[src/rtl/cc_branch_unit_pkg.sv]
// Shared LC-3b types for the condition-code / branch-resolve slice.
// Imported by cc_branch_unit.
package lc3b_types;

   typedef logic [15:0] lc3b_word;
   typedef logic [2:0]  lc3b_nzp;

   localparam lc3b_nzp CC_RESET = 3'b010;

endpackage

[src/rtl/cc_branch_unit_mux2_w.sv]
// Generic two-input word multiplexer: f = sel ? b : a.
module mux2_w #(
   parameter int width = 16
) (
   input  logic             sel,
   input  logic [width-1:0] a,
   input  logic [width-1:0] b,
   output logic [width-1:0] f
);

   assign f = sel ? b : a;

endmodule

[src/rtl/cc_branch_unit.sv]
// LC-3b memory-stage write-back select, NZP generation, CC register and BR resolve.
// Optional branch statistics counters are enabled by defining BR_COUNTERS_EN.
module cc_branch_unit
   import lc3b_types::*;
#(
   parameter int WIDTH = 16
) (
   input  logic             clk,
   input  logic             reset,
   input  logic [WIDTH-1:0] word_in,
   input  logic [WIDTH-1:0] rdata,
   input  logic             byte_addr,
   input  logic             byte_sel,
   input  logic             load_cc,
   input  logic             is_br,
   input  logic [2:0]       nzp,
   output logic [WIDTH-1:0] wb_out,
   output logic [2:0]       gencc_out,
   output logic [2:0]       cc_out,
   output logic             br_en
`ifdef BR_COUNTERS_EN
   ,
   output logic [WIDTH-1:0] br_count,
   output logic [WIDTH-1:0] br_taken_count
`endif
);

   localparam int HALF = WIDTH / 2;

   logic [HALF-1:0]  byte_lane;
   logic [WIDTH-1:0] byte_ext;
   lc3b_nzp          cc_q;

   mux2_w #(.width(HALF)) u_lane_mux (
      .sel (byte_addr),
      .a   (rdata[HALF-1:0]),
      .b   (rdata[WIDTH-1:HALF]),
      .f   (byte_lane)
   );

   // Byte loads are unsigned: the upper half is always zero.
   assign byte_ext = {{(WIDTH - HALF){1'b0}}, byte_lane};

   mux2_w #(.width(WIDTH)) u_wb_mux (
      .sel (byte_sel),
      .a   (word_in),
      .b   (byte_ext),
      .f   (wb_out)
   );

   always_comb begin
      gencc_out = 3'b001;
      if (wb_out[WIDTH-1]) begin
         gencc_out = 3'b100;
      end else if (wb_out == '0) begin
         gencc_out = 3'b010;
      end
   end

   always_ff @(posedge clk) begin
      if (reset) begin
         cc_q <= CC_RESET;
      end else if (load_cc) begin
         cc_q <= gencc_out;
      end
   end

   assign cc_out = cc_q;

   // Compare against the registered CC, so a same-cycle load is seen one cycle later.
   assign br_en = is_br & |(nzp & cc_q);

`ifdef BR_COUNTERS_EN
   always_ff @(posedge clk) begin
      if (reset) begin
         br_count       <= '0;
         br_taken_count <= '0;
      end else begin
         if (is_br) begin
            br_count <= br_count + 1'b1;
         end
         if (br_en) begin
            br_taken_count <= br_taken_count + 1'b1;
         end
      end
   end
`endif

endmodule

[config.mk]
export PLATFORM = sky130hd
export DESIGN_NAME = cc_branch_unit
export DESIGN_NICKNAME = d
export VERILOG_FILES = /design/src/rtl/cc_branch_unit_pkg.sv /design/src/rtl/cc_branch_unit_mux2_w.sv /design/src/rtl/cc_branch_unit.sv
export SDC_FILE = /design/constraint.sdc
export NUM_CORES = 1
export LEC_CHECK = 0
export BUFFER_PORTS_ARGS = -buffer_cell sky130_fd_sc_hd__buf_2
export CELL_PAD_IN_SITES_DETAIL_PLACEMENT = 1
export CELL_PAD_IN_SITES_GLOBAL_PLACEMENT = 1
export CORE_MARGIN = 1
export CORE_UTILIZATION = 16
export CTS_CLUSTER_DIAMETER = 150
export CTS_CLUSTER_SIZE = 8
export DETAILED_ROUTE_END_ITERATION = 16
export PLACE_DENSITY_LB_ADDON = 0.1
export SETUP_SLACK_MARGIN = 0.15
export SLEW_MARGIN = 20
export SYNTH_ARGS = -nofsm -noshare
export SYNTH_HDL_FRONTEND = slang
export SYNTH_SLANG_ARGS = --single-unit
[constraint.sdc]
create_clock -name clk -period 1.8 [get_ports clk]
set_input_delay 0 -clock clk [delete_from_list [all_inputs] [get_ports clk]]
set_output_delay 0 -clock clk [all_outputs]
set_load 0.005 [all_outputs]
# After elaboration in Yosys (flattened, before gate mapping)
# Index checks and enable logic that the tools add are counted.
dict set report totals {
  reg_bits 3
  in_bits 41
  output_inout_bits 23
  word_cells 9
}
dict set report classes {
  muxes 4
  bitwise 2
  n_reduce_logical 2
}
# cell count
set ops {}
lappend ops {{16-bit zero test} 1}
lappend ops {{16-bit 2-to-1 mux} 1}
lappend ops {{8-bit 2-to-1 mux} 1}
lappend ops {{3-bit bitwise AND} 1}
lappend ops {{3-bit 2-to-1 mux} 1}
lappend ops {{3-bit OR reduction} 1}
lappend ops {{2-bit 2-to-1 mux} 1}
lappend ops {{1-bit bitwise AND} 1}

# Longest topological paths before layout
# Gate-level depths: netlist (run 1).
dict set report logic_depth {
  depth_word 5
  depth_mapped 7
  depth_no_buf 5
}

# Hierarchy
# A second synthesis (run 1) with hierarchy kept.
dict set report hier_totals {
  cells_unflattened 48
  hier_area_um2 555.5
}
# module n_inst cells_per_inst area_each_um2 seq_area_each_um2
set modules_own_cells {}
lappend modules_own_cells {{mux2_w (u_wb_mux)} 1 18 249.0 0.0}
lappend modules_own_cells {cc_branch_unit 1 21 175.2 60.1}
lappend modules_own_cells {{mux2_w (u_lane_mux)} 1 9 131.4 0.0}

# Worst setup path before layout (run 1)
# OpenSTA, ideal clock, no wires.
dict set report synth_path {
  path_kind {in2reg}
  start {input byte_addr}
  end {register cc_q[0] (netlist: cc_out[0])}
  t_arrival_ps 1275
  setup_slack_ps 394
  stages 6
  path_buffers 1
  cell_sequence {buf_6 mux2i_1 a21oi_1 or4_4 nor3_4 o32ai_1}
}
dict set report synth_via {
  elab_chain_cells 5
}
# item line_no
set synth_rtl {}
lappend synth_rtl {{start: declaration} cc_branch_unit.sv:12} ;# input logic byte_addr,
lappend synth_rtl {{8-bit 2-to-1 mux} cc_branch_unit_mux2_w.sv:11} ;# assign f = sel ? b : a;
lappend synth_rtl {{16-bit 2-to-1 mux} cc_branch_unit_mux2_w.sv:11}
lappend synth_rtl {{via wb_out[4]} cc_branch_unit.sv:17} ;# output logic [WIDTH-1:0] wb_out,
lappend synth_rtl {{16-bit zero test} cc_branch_unit.sv:55} ;# end else if (wb_out == '0) begin
lappend synth_rtl {{2-bit 2-to-1 mux} cc_branch_unit.sv:55}
lappend synth_rtl {{3-bit 2-to-1 mux} cc_branch_unit.sv:53} ;# if (wb_out[WIDTH-1]) begin
lappend synth_rtl {{end signal: assignment} cc_branch_unit.sv:64} ;# cc_q <= gencc_out;
lappend synth_rtl {{end: declaration} cc_branch_unit.sv:32} ;# lc3b_nzp cc_q;
# The timed path passes the listed nets, and every way through them passes these cells.
# A chain may end at the register's enable or synchronous reset.

# Worst setup path in the final report (run 1)
dict set report layout_path {
  start {input byte_addr}
  end {output gencc_out[0]}
}
dict set report layout_via {
  elab_chain_cells 5
}
# item line_no
set layout_rtl {}
lappend layout_rtl {{8-bit 2-to-1 mux} cc_branch_unit_mux2_w.sv:11}
lappend layout_rtl {{16-bit 2-to-1 mux} cc_branch_unit_mux2_w.sv:11}
lappend layout_rtl {{16-bit zero test} cc_branch_unit.sv:55}
lappend layout_rtl {{2-bit 2-to-1 mux} cc_branch_unit.sv:55}
lappend layout_rtl {{3-bit 2-to-1 mux} cc_branch_unit.sv:53}
lappend layout_rtl {{end: declaration} cc_branch_unit.sv:18} ;# output logic [2:0] gencc_out,
# Every way passes these cells.

==> impl_metrics.json, run 1 <==
{
  "start_util": 0.170,
  "fmax_mhz": 657,
  "critical_path_class": "input port to output pin",
  "ir_drop_v": 0.000221,
  "setup_viol": 0,
  "finalWorstSetupSlack_ps": 279,
  "die-area_um2": 2860,
  "clock_sinks": 3,
  "synthesis.nets": 97,
  "ant_nets": 0,
  "path_clk_slew_ps": 40,
  "die_w_um": 53.5,
  "worst_clock_skew_ps": 0,
  "coreArea_um2": 2500,
  "holdPathStages": 2,
  "final_layout_size_suffix_gt1_frac": 0.588,
  "portBuffers": 63,
  "cap_violations": 0,
  "reg2reg_depth": 2,
  "fin_crit_sh": 0.845,
  "largest_register_ffs": 3,
  "instances_no_fill": 149,
  "dp_hpwl_um": 1340,
  "post-place-ws_ps": 203,
  "track_usage": 0.116,
  "synth_edf_count": 0,
  "rows": 18,
  "rrSetupSlack_ps": 980,
  "drtPass1Iterations": 4,
  "cp_common_cell": "buf_2",
  "grt_max_degree": 26,
  "worst_ep_required_time_ps": 1800,
  "yosysUniqueCellTypes": 19,
  "grt_pass1_wl_um": 2430,
  "routabilityCongestion": 0.653,
  "area_growth_pct": 82.9,
  "routed_wl_um": 1550,
  "vias": 637,
  "start_kind": "input port",
  "routed_via_density": 4.28,
  "outcome": "complete, no violations",
  "finalHoldViolCount": 0,
  "drc": 0,
  "cts_tree": "built",
  "tightest_slew_ps": 413,
  "hold_path.class": "input port to flop",
  "synthCells": 56,
  "antenna_found_initial": 0,
  "min_to": "cc_out[0]",
  "final_core_util": 0.310,
  "syn_avg_cell_area_um2": 7.57,
  "slew_headroom": 0.725,
  "critPathArrivalTime_ps": 1520,
  "nFillCells": 339,
  "cts_made_buffers": 3,
  "critical_path_buf_inv_count": 2,
  "cpLargestDelayFamily": "simple AND/OR/NAND/NOR gates",
  "synthTopCellsByCount": "nor2_1, nor2b_1, mux2i_1, a21oi_1, dfxtp_1",
  "ctsResizeCount": 0,
  "yosys.area.top_type": "mux2i_1",
  "ys_async_sr_fraction": 0,
  "ys.warnings.count": 0,
  "synth_top_area_frac": 0.212,
  "drv_slew": 0,
  "critPathMaxStageDelay_ps": 570,
  "worst_setup_path_end_kind": "output pin",
  "path_cells": "buf_2 -> mux2i_1 -> a21oi_1 -> or4_4 -> nor3_4 -> nor2_1 -> buf_2",
  "final_nets": 161,
  "ys_top_cells_by_area": "mux2i_1, nor2b_1, dfxtp_1",
  "diodes": 0,
  "seq_area_frac_synth": 0.142,
  "clock_latency_ps": 240,
  "grt_pass1_vias": 607,
  "wire_per_inst_um": 10.4,
  "dpl.cell_count": 144,
  "grt_overflow": 0,
  "htreeDepth": 1,
  "tns_ps": 0,
  "ys_seq_elements": 3,
  "drt_iter0_markers": 11,
  "fin_crit_ps": 1520,
  "power.leakage_nw": 0.434,
  "syn-cell-area_um2": 424,
  "cp_slowest_cell": "or4_4",
  "ys.flop_type": "dfxtp_1",
  "io_pins": 64,
  "min_from": "load_cc",
  "r2r_end": "cc_out[1]",
  "die_h_um": 53.5,
  "clock_path_buffers": 2,
  "rsz0062_at_grt": "no",
  "power-per-cell-area_nw_per_um2": 441,
  "cts_root_buf": "clkbuf_4",
  "worstPathMaxFanout": 8,
  "r2r_start": "cc_out[1]"
}
per-layer routing:
layer  up-vias  wire [µm]  track usage
li1        329          -            -
met1       274        639        0.136
met2        34        773        0.196
met3         0        141       0.0259
met4         0          0       0.0526
met5         -          0            0
cell type report:
cell class | instances | area (µm²) | area share
repair buffers | 64 | 325 | 0.419
multi-input cells | 47 | 323 | 0.416
flip-flops and latches | 3 | 60.1 | 0.0774
well taps | 30 | 37.5 | 0.0484
clock buffers | 4 | 26.3 | 0.0339
inverters | 1 | 3.75 | 0.00484
repair_timing:
action / 4_1_cts / 5_1_grt
hold buffers: 1 / 0
hold endpoints to repair: 3 / 0
buffers inserted: 0 / 0
worst max path at each step:
stage	slack [ps]	endpoint	start	cells past startpoint
detailed placement	200	cc_out[0]	byte_addr	6
finish	280	gencc_out[0]	byte_addr	7
global route	150	gencc_out[0]	byte_addr	7
floorplan	390	cc_out[0]	byte_addr	6
global placement	240	cc_out[0]	byte_addr	6
CTS	250	gencc_out[0]	byte_addr	7
cells in the final DEF (no fill, tap or decap), drive strengths merged:
master	synthesis	final
dlygate4sd3	0	1
a211o	1	1
buf	3	63
nor4	2	2
nor3	1	1
inv	1	1
or3b	1	1
a222oi	1	1
mux2i	9	9
nor2	10	10
nor2b	10	10
o32ai	1	1
a21oi	9	9
or4	2	2
clkbuf	2	4
dfxtp	3	3
report_power, final:
part,internal (mW),switching [mW]
clock,0.0833,0.0380
sequential,0.0711,0.00295
combinational,0.0814,0.0655
total,0.236,0.106
metrics by stage:
stage / instance area [µm²] / power, mW / hold WS, ps
3_5_place_dp: 739 / 0.223 / 217
3_3_place_gp: 739 / 0.223 / 213
4_1_cts: 776 / 0.353 / 42.0
5_1_grt: 776 / 0.375 / 63.5
2_1_floorplan: 424 / 0.145 / 72.4
6_report: 776 / 0.342 / 49.2
kinds of logic after synthesis:
| logic type | share of synthesized area |
|---|---|
| buffers and inverters | 0.0973 |
| AOI/OAI and AO/OA | 0.180 |
| muxes | 0.212 |
| DFF | 0.142 |
| and+or+nand+nor | 0.369 |
No activity file was read; power rests on OpenSTA's default activity.
==> run 2, diff against run 1 <==
Settings changed: ABC_AREA set to 1, CORE_UTILIZATION 16 to 15.
Clock period 1.8 ns to 1.2 ns, I/O delays scaled along.
==> run 2 against run 1 <==
Sequential power increased by 53%. Non-clock buffer count grew 12. Power grew 75%. Synthesized cell count is 84% higher. Sequential cell count did not move. Cell area grew 35%. Global-route usage rose by 0.17 points. Worst hold slack improved by 140 ps. Combinational power up 110%. Sequential share of layout area down 2.0 points. Clock skew is the same. Critical endpoint unchanged.
==> impl_metrics.json, run 2 <==
{
  "critPathArrivalTime_ps": 1010,
  "cpLargestDelayFamily": "simple AND/OR/NAND/NOR gates",
  "synth_top_area_frac": 0.346,
  "ys_top_cells_by_area": "nand2_1, inv_1, dfxtp_1",
  "finalHoldViolCount": 0,
  "start_util": 0.161,
  "wl_met3_um": 186,
  "drv_slew": 0,
  "highest_layer": "met4",
  "syn-cell-area_um2": 499,
  "tightest_slew_ps": 173,
  "cts_root_buf": "clkbuf_4",
  "worstPathMaxFanout": 5,
  "worst_clock_skew_ps": 0,
  "cts_made_buffers": 3,
  "ys.warnings.count": 0,
  "drt_iter0_markers": 34,
  "post-place-ws_ps": 37.1,
  "mostFrequentLayoutCell": "buf_2",
  "synthTopCellsByCount": "nand2_1, inv_1, nor2_1, nand3_1, or2_1",
  "critical_path_class": "input port to output pin",
  "vias": 884,
  "instances_no_fill": 225,
  "drc": 0,
  "synth.most_common_cell": "nand2_1",
  "dp_hpwl_um": 1720,
  "io_pins": 64,
  "critPathMaxStageDelay_ps": 220,
  "die-area_um2": 3560,
  "fin_area_um2": 1050,
  "hold_path.class": "input port to flop",
  "seq_area_frac_synth": 0.120,
  "synthCells": 103,
  "ant_nets": 0,
  "area_growth_pct": 110,
  "grt_pass1_wl_um": 3220,
  "clock_sinks": 3,
  "synthesis.nets": 144,
  "coreArea_um2": 3100,
  "largest_register_ffs": 3,
  "finalHoldWorstSlack_ps": 189,
  "wl_met1_um": 822,
  "routabilityCongestion": 0.699,
  "final_core_util": 0.338,
  "power.leakage_nw": 0.698,
  "final_layout_size_suffix_gt1_frac": 0.503,
  "placed_area_um2": 858,
  "rows": 20,
  "slew_headroom": 0.884,
  "cp_slowest_cell": "or2_1",
  "drtPass1Iterations": 4,
  "fin_crit_sh": 0.845,
  "path_cells": "buf_12 -> buf_6 -> or2_1 -> nand2_1 -> nand2_1 -> nor2_2 -> nand3_2 -> nand2_2 -> inv_2 -> buf_6",
  "start_kind": "input port",
  "grt_max_degree": 11,
  "routed_via_density": 3.93,
  "clock_path_buffers": 2,
  "cts_tree": "built",
  "final_cell_mix": "buf_2, nand2_1, inv_1",
  "ir_drop_v": 0.000155,
  "die_h_um": 59.7,
  "synth_edf_count": 0,
  "yosysUniqueCellTypes": 16,
  "ys_async_sr_fraction": 0,
  "worst_setup_path_end_kind": "output pin",
  "critical_path_buf_inv_count": 4,
  "grt_overflow": 0,
  "htreeDepth": 1,
  "setup_viol": 0,
  "antenna_found_initial": 0,
  "worst_ep_required_time_ps": 1200,
  "dpl.cell_count": 209,
  "power.total_mw": 0.598,
  "diodes": 0,
  "wl_met2_um": 1120,
  "finalWorstSetupSlack_ps": 186,
  "final_nets": 223,
  "power-per-cell-area_nw_per_um2": 570,
  "routed_wl_um": 2130,
  "fin_crit_ps": 1010,
  "grt_pass1_vias": 823,
  "ys_seq_elements": 3,
  "yosys.area.top_type": "nand2_1",
  "fmax_mhz": 986,
  "wire_per_inst_um": 9.48,
  "tns_ps": 0,
  "clock_latency_ps": 230,
  "track_usage": 0.117,
  "ys.flop_type": "dfxtp_1",
  "syn_avg_cell_area_um2": 4.85,
  "cap_violations": 0,
  "path_clk_slew_ps": 40,
  "outcome": "complete, no violations",
  "rsz0062_at_grt": "yes",
  "portBuffers": 63,
  "die_w_um": 59.7
}
## run 2: worst paths after layout
check	end	slack (ps)	startpoint	cells after the start
worst max-delay path	gencc_out[0]	190	byte_sel	10
worst min-delay path	cc_out[1]	190	word_in[15]	6
worst max register to register	cc_out[1]	540	cc_out[1]	2
worst min register to register	cc_out[2]	510	cc_out[2]	2
## run 2: area by class of cell
class,instances,area (µm²)
Multi-Input combinational cell,76,350
Sequential cell,3,60.1
Timing Repair Buffer,76,469
Inverter,22,87.6
Fill cell,458,2050
Clock buffer,4,26.3
Tap cell,44,55.1
## run 2: report_power, final
| group | switching, mW | internal, mW |
|---|---|---|
| clock | 0.0507 | 0.124 |
| sequential | 0.00528 | 0.108 |
| combinational | 0.139 | 0.170 |
| total | 0.195 | 0.402 |
## run 2: layer usage
metal	vias up	global-route usage
li1	459	-
met2	44	0.221
met3	3	0.0238
met4	0	0.0399
met1	378	0.129
met5	-	0
## run 2: cells by family (layout without fill, tap and decap cells)
kind of cell | count (synthesis) | in the layout | synth area share
DFF | 3 | 3 | 0.120
AOI/OAI and AO/OA | 5 | 5 | 0.0702
and+or+nand+nor | 71 | 71 | 0.607
buffers and inverters | 24 | 102 | 0.203
## run 2: worst reg2reg max path, cell delays in order (launching register included)
cell	delay, ps
dfxtp_1	320
a21oi_1	160
nand2_1	70
## run 2: what timing repair did
item | CTS | global route
pin swaps | 6 | 5
buffers inserted | 7 | 2
endpoints found under the hold margin | 3 | 0
resized for setup | 5 | 10
endpoints found under the setup margin | 2 | 3
gates cloned | 0 | 1
hold buffers | 2 | 0
==> run 3, diff against run 2 <==
Settings changed: ABC_AREA 1 to 0, CORE_UTILIZATION 15 to 16.
Clock period 1.2 ns to 1 ns, I/O delays scaled along.
==> run 3 against run 2 <==
The flow now finishes with violations (setup timing). Global-route usage fell by 0.40 points. Utilization rose by 3.3 points. Combinational power rose by 3%. Clock skew did not move. Cell area fell by 11%. Clock-buffer cell count did not move. Non-clock buffer count did not move. Sequential share of layout area rose by 0.88 points. Worst hold slack got worse by 170 ps. Power rose by 11%. Via count fell by 24%.
==> impl_metrics.json, run 3 (synthesis gave the netlist of run 1 again) <==
{
  "drv_slew": 0,
  "final_nets": 173,
  "drt_iter0_markers": 3,
  "power.leakage_nw": 0.511,
  "rrSetupSlack_ps": 190,
  "diodes": 0,
  "cap_violations": 0,
  "grt_max_degree": 16,
  "wire_per_inst_um": 10.2,
  "finalWorstSetupSlack_ps": -394,
  "die_h_um": 53.5,
  "coreArea_um2": 2500,
  "rows": 18,
  "tightest_slew_ps": 258,
  "outcome": "finished with violations",
  "cts_root_buf": "clkbuf_4",
  "die-area_um2": 2860,
  "largest_register_ffs": 3,
  "routed_wl_um": 1650,
  "hold_path.class": "input port to flop",
  "track_usage": 0.113,
  "cts_tree": "built",
  "worstPathMaxFanout": 7,
  "worst_clock_skew_ps": 0,
  "power-per-cell-area_nw_per_um2": 714,
  "clock_sinks": 3,
  "drc": 0,
  "final_cell_mix": "buf_2, nor2_1, mux2i_1, nor2b_1, buf_4",
  "post-place-ws_ps": -597,
  "finalHoldViolCount": 0,
  "grt_pass1_wl_um": 2400,
  "grt_pass1_vias": 653,
  "critical_path_class": "input port to output pin",
  "routabilityCongestion": 0.661,
  "antenna_found_initial": 0,
  "slew_headroom": 0.828,
  "power.total_mw": 0.663,
  "die_w_um": 53.5,
  "dp_hpwl_um": 1400,
  "worst_setup_path_end_kind": "output pin",
  "setup_viol": 5,
  "worst_ep_required_time_ps": 1000,
  "r2r_end": "cc_out[1]",
  "min_to": "cc_out[1]",
  "min_from": "reset",
  "tns_ps": -1420,
  "holdPathStages": 2,
  "failed_checks": "setup timing",
  "htreeDepth": 1,
  "start_util": 0.170,
  "drtPass1Iterations": 4,
  "grt_overflow": 0,
  "ant_nets": 0,
  "fin_crit_sh": 1.39,
  "reg2reg_depth": 2,
  "fmax_mhz": 718,
  "clock_latency_ps": 220,
  "fin_crit_ps": 1390,
  "ir_drop_v": 0.000367,
  "rsz0062_at_grt": "yes",
  "critPathArrivalTime_ps": 1390,
  "mostFrequentLayoutCell": "buf_2",
  "clock_path_buffers": 2,
  "path_clk_slew_ps": 40,
  "start_kind": "input port",
  "area_growth_pct": 119,
  "cts_made_buffers": 3,
  "final_layout_size_suffix_gt1_frac": 0.664,
  "io_pins": 64,
  "portBuffers": 63,
  "vias": 674,
  "routed_via_density": 4.19,
  "r2r_start": "cc_out[1]"
}
-- run 3: power breakdown --
group | switching [mW] | internal (mW) | total [mW] | leakage, nW
registers | 0.00503 | 0.129 | 0.134 | 0.0247
clock network | 0.0612 | 0.149 | 0.211 | 0.0150
logic | 0.132 | 0.187 | 0.319 | 0.471
-- run 3: layout make-up --
type,count,area (µm²)
clock buffers,4,26.3
fillers,346,1570
inverters,1,3.75
multi-input cells,47,352
flip-flops and latches,3,61.3
well taps,30,37.5
repair buffers,76,448
-- run 3: how the worst max path moves through the flow --
stage,from,to,slack [ps],depth (start not counted)
2_1_floorplan,byte_addr,cc_out[0],-360,6
5_1_grt,byte_addr,gencc_out[0],-490,8
6_report,byte_addr,gencc_out[0],-390,8
3_3_place_gp,word_in[11],cc_out[0],-570,6
3_5_place_dp,word_in[11],cc_out[0],-600,6
4_1_cts,byte_addr,gencc_out[0],-440,8
-- run 3: metrics by stage --
step / std cells / utilization / cell area (µm²) / hold slack [ps]
final: 161 / 0.371 / 928 / 14.3
after global routing: 161 / 0.371 / 928 / 13.6
after CTS: 157 / 0.356 / 890 / 15.3
after detailed placement: 150 / 0.316 / 791 / 221
after global placement: 150 / 0.316 / 791 / 221
after floorplan: 56 / - / 445 / 72.4
-- run 3: timing repair --
item                                   4_1_cts  5_1_grt
resized for setup                           10        3
endpoints found under the hold margin        1        0
setup buffers                                2        4
setup endpoints to repair                    6        5
pin swaps                                    4        8
cloned                                       0        0
hold buffers                                 1        0
-- run 3: layer usage --
metal  part of all wire  up-vias  global-route usage
li1                   -      350                   -
met1               0.36      289               0.103
met5                  0        -                   0
met4                  0        0              0.0395
met3              0.068        0                   0
met2               0.57       35               0.254
-- run 3: worst max-delay path, cell delays in order --
cell and delay, ps:
buf_12 110, buf_6 110, mux2i_1 130, a21oi_1 90
or4_4 530, nor3_4 220, nor2_1 80, buf_2 130
